===== src/rtl/feeder_pkg.sv =====
// Shared definitions for the serial word feeder: state encoding and default sizing.
// The counter-width helper keeps the gap counter at least one bit wide even for tiny GAP values.
package feeder_pkg;

    typedef enum logic [1:0] {
        S_IDLE  = 2'd0,
        S_SHIFT = 2'd1,
        S_GAP   = 2'd2
    } state_e;

    localparam int DEFAULT_WIDTH = 8;
    localparam int DEFAULT_GAP   = 3;

    function automatic int gap_cnt_width(input int gap);
        return (gap <= 2) ? 1 : $clog2(gap);
    endfunction

endpackage


===== src/rtl/piso_shift_reg.sv =====
// Parallel-load, serial-out shift register; load wins over shift, vacated bits fill with 0.
// MSB_FIRST selects shift direction and which end of the register drives the serial output.
module piso_shift_reg
    import feeder_pkg::*;
#(
    parameter int WIDTH     = DEFAULT_WIDTH,
    parameter bit MSB_FIRST = 1'b1
) (
    input  logic             clk_i,
    input  logic             rst_i,
    input  logic             load_i,
    input  logic             shift_i,
    input  logic [WIDTH-1:0] data_i,
    output logic             bit_o
);

    logic [WIDTH-1:0] shift_q;
    logic [WIDTH-1:0] shift_d;

    always_comb begin
        shift_d = shift_q;
        if (load_i) begin
            shift_d = data_i;
        end else if (shift_i) begin
            if (MSB_FIRST) begin
                shift_d = {shift_q[WIDTH-2:0], 1'b0};
            end else begin
                shift_d = {1'b0, shift_q[WIDTH-1:1]};
            end
        end
    end

    always_ff @(posedge clk_i) begin
        if (rst_i) begin
            shift_q <= '0;
        end else begin
            shift_q <= shift_d;
        end
    end

    assign bit_o = MSB_FIRST ? shift_q[WIDTH-1] : shift_q[0];

endmodule


===== src/rtl/serial_word_feeder.sv =====
// Serializes buffered words onto the sequence detector input w, then forces GAP zero cycles
// so three consecutive zeros return the detector to its initial state between words.
module serial_word_feeder
    import feeder_pkg::*;
#(
    parameter int WIDTH     = DEFAULT_WIDTH,
    parameter int GAP       = DEFAULT_GAP,
    parameter bit MSB_FIRST = 1'b1
) (
    input  logic             Clock,
    input  logic             Reset,
    input  logic [WIDTH-1:0] data_in,
    input  logic             load_valid,
    output logic             load_ready,
    output logic             w,
    output logic             bit_valid,
    output logic             busy,
    output logic             word_done
);

    localparam int BW      = $clog2(WIDTH);
    localparam int GW      = gap_cnt_width(GAP);
    localparam int GAP_END = (GAP > 0) ? GAP - 1 : 0;

    localparam logic [BW-1:0] BIT_LAST = BW'(WIDTH - 1);
    localparam logic [GW-1:0] GAP_LAST = GW'(GAP_END);

    state_e           state_q, state_d;
    logic [BW-1:0]    bit_cnt_q, bit_cnt_d;
    logic [GW-1:0]    gap_cnt_q, gap_cnt_d;
    logic [WIDTH-1:0] buf_q, buf_d;
    logic             buf_full_q, buf_full_d;
    logic             transfer;
    logic             accept;
    logic             shift_bit;

    assign accept = load_valid & ~buf_full_q;

    always_comb begin
        state_d   = state_q;
        bit_cnt_d = bit_cnt_q;
        gap_cnt_d = gap_cnt_q;
        transfer  = 1'b0;
        case (state_q)
            S_IDLE: begin
                if (buf_full_q) begin
                    transfer  = 1'b1;
                    state_d   = S_SHIFT;
                    bit_cnt_d = '0;
                end
            end
            S_SHIFT: begin
                if (bit_cnt_q == BIT_LAST) begin
                    bit_cnt_d = '0;
                    if (GAP > 0) begin
                        state_d   = S_GAP;
                        gap_cnt_d = '0;
                    end else if (buf_full_q) begin
                        transfer = 1'b1;
                        state_d  = S_SHIFT;
                    end else begin
                        state_d = S_IDLE;
                    end
                end else begin
                    bit_cnt_d = bit_cnt_q + 1'b1;
                end
            end
            S_GAP: begin
                if (gap_cnt_q == GAP_LAST) begin
                    gap_cnt_d = '0;
                    if (buf_full_q) begin
                        transfer  = 1'b1;
                        state_d   = S_SHIFT;
                        bit_cnt_d = '0;
                    end else begin
                        state_d = S_IDLE;
                    end
                end else begin
                    gap_cnt_d = gap_cnt_q + 1'b1;
                end
            end
            default: begin
                // Unused encoding parks the machine back in IDLE with clean counters.
                state_d   = S_IDLE;
                bit_cnt_d = '0;
                gap_cnt_d = '0;
            end
        endcase
    end

    always_comb begin
        buf_d      = buf_q;
        buf_full_d = buf_full_q;
        if (transfer) begin
            buf_full_d = 1'b0;
        end else if (accept) begin
            buf_d      = data_in;
            buf_full_d = 1'b1;
        end
    end

    always_ff @(posedge Clock) begin
        if (Reset) begin
            state_q    <= S_IDLE;
            bit_cnt_q  <= '0;
            gap_cnt_q  <= '0;
            buf_q      <= '0;
            buf_full_q <= 1'b0;
        end else begin
            state_q    <= state_d;
            bit_cnt_q  <= bit_cnt_d;
            gap_cnt_q  <= gap_cnt_d;
            buf_q      <= buf_d;
            buf_full_q <= buf_full_d;
        end
    end

    piso_shift_reg #(
        .WIDTH     (WIDTH),
        .MSB_FIRST (MSB_FIRST)
    ) u_shifter (
        .clk_i   (Clock),
        .rst_i   (Reset),
        .load_i  (transfer),
        .shift_i (state_q == S_SHIFT),
        .data_i  (buf_q),
        .bit_o   (shift_bit)
    );

    // All outputs decode registered state only, so w never glitches with handshake inputs.
    assign bit_valid  = (state_q == S_SHIFT);
    assign w          = bit_valid & shift_bit;
    assign word_done  = bit_valid & (bit_cnt_q == BIT_LAST);
    assign load_ready = ~buf_full_q;
    assign busy       = (state_q != S_IDLE) | buf_full_q;

endmodule


===== config.mk =====
export PLATFORM = sky130hd
export DESIGN_NAME = serial_word_feeder
export DESIGN_NICKNAME = d
export VERILOG_FILES = /design/src/rtl/feeder_pkg.sv /design/src/rtl/piso_shift_reg.sv /design/src/rtl/serial_word_feeder.sv
export SDC_FILE = /design/constraint.sdc
export NUM_CORES = 1
export LEC_CHECK = 0
export CORE_UTILIZATION = 50
export DETAILED_ROUTE_END_ITERATION = 7
export PLACE_DENSITY = 0.75
export SLEW_MARGIN = 0
export SYNTH_ARGS = -nofsm -noshare
export SYNTH_HDL_FRONTEND = slang
export SYNTH_SLANG_ARGS = --single-unit

===== constraint.sdc =====
create_clock -name Clock -period 2.1 [get_ports Clock]
set_input_delay 0.42 -clock Clock [delete_from_list [all_inputs] [get_ports Clock]]
set_output_delay 0.42 -clock Clock [all_outputs]
set_load 0.02 [all_outputs]

==> results.yml <==
run_status:
  status: "completed"
drt:
  drtPass1Iterations: 4
  drcViolationCount: 0
  drt_iter0_markers: 12
  drt-total-wl_mm: 1.97
  wl_per_cell_um: 13.0
  via_per_inst: 5.56
  ant_nets: 0
  vias: 839
cells_and_area:
  final_common_cell: "dfxtp_1"
  drive_above_1_share: 0.137
  layout_common_cells: "dfxtp_1 (24), mux2i_1 (16), nor2_1 (14), clkdlybuf4s50_1 (11), nor3_1 (8)"
  nNetsFinal: 138
  final_cells: 151
  final_cell_area_mm2: 0.00131
  antennaDiodeCount: 0
  syn_to_final_growth_pct: 21.3
  fillers: 168
  final_util: 0.654
clock_tree:
  htree_levels: 1
  postCtsSetupBuffers: 0
  cts_sinks: 24
  path_clk_slew_ns: 0.12
  root_buffer: "clkbuf_4"
  tritoncts: "built"
  cts_buffers: 3
  clockBufferDepth: 2
  clock_latency_ns: 0.31
worst_setup_path:
  crit_required_ns: 1.68
  worstPathMaxFanout: 11
  cp.arrival_ns: 1.50
  endpoint_kind: "output port"
  crit_family: "buffers and inverters"
  path_class: "flop to output port"
  critPathSlowestCell: "clkdlybuf4s50_1"
  path_cells: "inv_2, clkdlybuf4s50_1"
  crit_buf_inv: 2
  cpPeakStageDelay_ns: 0.64
  start_kind: "flop"
die:
  core_mm2: 0.00200
  start_util: 0.539
  die_w_um: 48.4
  io-pin-count: 16
  die_h_um: 48.4
  dieArea_mm2: 0.00235
  rows: 16
place:
  dpl.hpwl_mm: 1.45
  numPlacedInstances: 147
  gp_congestion: 0.712
  dpl_cell_area_mm2: 0.00126
  dp_slack_ns: 0.258
  numPortBuffers: 15
power_and_ir_drop:
  ir_worst_vdd_v: 0.000498
  power_mw: 0.999
  clkPwrFrac: 0.327
  power_density_mw_per_mm2: 763
  switching_power_mw: 0.234
  swShare: 0.234
  power.internal_mw: 0.765
  combPwrFrac: 0.166
  p_leak_nw: 0.569
  pwr-share-seq: 0.507
synth:
  yosysWarningCount: 0
  synth_top_area_frac: 0.445
  synth-edff-count: 0
  synth.yosys.seq_area_share: 0.445
  yosys_most_used_dff: "dfxtp_1"
  syn_area_mm2: 0.00108
  syn_inst: 106
  synth_seq_cells: 24
  avgSynthCellArea_um2: 10.2
  yosysTopAreaCell: "dfxtp_1"
  async_reset_ff_frac: 0
  synth_nets: 119
  synthTopCellsByArea: "dfxtp_1 (45%), mux2i_1 (15%), nor2_1 (4.9%), a221oi_1 (4.9%), nor3_1 (3.7%)"
  ys_types: 27
sta:
  max_freq_mhz: 520
  fin_crit_ns: 1.92
  worst_pin_slew_ns: 0.430
  setup_tns_ns: 0
  slew_headroom: 0.711
  setup_slack_ns: 0.176
  finalHoldWorstSlack_ns: 0.492
  post-route-period-util: 0.916
  final-hold-violation-count: 0
  setup_violations: 0
  rsz0062_at_grt: "no"
  skew_ns: 0.0106
  final-max-slew-violation-count: 0
global_routing:
  grt_max_degree: 15
  grt_pass1_wl_mm: 3.61
  grt_overflow: 0
  grt_antenna_before_repair: 0
  grtUsageTotal: 0.195
  grt_pass1_vias: 802
min_path:
  hp-class: "flop to flop"
run:
  cap_violations: 0
==> path summary, 6_finish.rpt <==
kind / cells past startpoint / slack (ns) / endpoint / startpoint
worst min-delay path: 2 / 0.49 / u_shifter.shift_q[0] / buf_q[0]
worst max-delay path: 2 / 0.18 / load_ready / buf_full_q
worst min register to register: 2 / 0.49 / u_shifter.shift_q[0] / buf_q[0]
worst max register to register: 3 / 0.80 / u_shifter.shift_q[3] / state_q[0]
==> sequential cells by signal, indices dropped and copies added, names as in the netlist <==
| signal | cells |
|---|---|
| buf_full_q | 1 |
| buf_q | 8 |
| gap_cnt_q | 2 |
| state_q | 2 |
| bit_cnt_q | 3 |
| u_shifter.shift_q | 8 |
==> layer usage <==
metal,vias up,GRT usage,part of all wire
li1,424,-,-
met1,399,0.271,0.50
met2,14,0.315,0.47
met3,2,0.0283,0.023
met4,0,0.0588,0.0031
met5,-,0,0
==> what timing repair did <==
action | CTS | global route
resized for setup | 3 | 1
hold buffers | 0 | 0
cloned | 0 | 0
setup endpoints to repair | 3 | 1
==> logic make-up (layout without fill, tap and decap cells) <==
| family | after synthesis | after routing | share of synthesized area |
|---|---|---|---|
| buffers and inverters | 10 | 28 | 0.0615 |
| adders and majority gates | 2 | 2 | 0.0232 |
| muxes | 16 | 16 | 0.148 |
| DFF | 24 | 24 | 0.445 |
| AOI/OAI and AO/OA | 18 | 18 | 0.144 |
| and+or+nand+nor | 36 | 36 | 0.178 |
==> worst reg2reg max path, stage by stage (launching register included) <==
cell and delay, ns:
dfxtp_1 0.37, buf_4 0.19, a211o_4 0.36, a221oi_1 0.29
==> cells in the mapped netlist, types with 2 or more instances <==
| master | n |
|---|---|
| a21oi_1 | 5 |
| a221oi_1 | 6 |
| a22o_1 | 3 |
| buf_6 | 3 |
| clkbuf_1 | 3 |
| dfxtp_1 | 24 |
| ha_1 | 2 |
| mux2i_1 | 16 |
| nand2_1 | 3 |
| nand2b_1 | 3 |
| nand3b_1 | 2 |
| nor2_1 | 14 |
| nor3_1 | 8 |
==> layout make-up <==
| class | instances | area [um2] | share of cell area |
|---|---|---|---|
| Clock buffer | 3 | 22.5 | 0.0172 |
| Clock inverter | 1 | 30.0 | 0.0229 |
| Inverter | 3 | 16.3 | 0.0124 |
| Multi-Input combinational cell | 72 | 532 | 0.406 |
| Sequential cell | 24 | 480 | 0.367 |
| Tap cell | 27 | 33.8 | 0.0258 |
| Timing Repair Buffer | 21 | 194 | 0.148 |
==> power groups by stage <==
stage,Combinational [mW],Sequential (mW),Clock (mW)
5_1_grt,0.184,0.511,0.364
3_3_place_gp,0.165,0.514,0
4_1_cts,0.167,0.506,0.338
6_report,0.166,0.506,0.327
2_1_floorplan,0.119,0.511,0
3_5_place_dp,0.169,0.516,0
No activity file was read; power rests on OpenSTA's default activity.
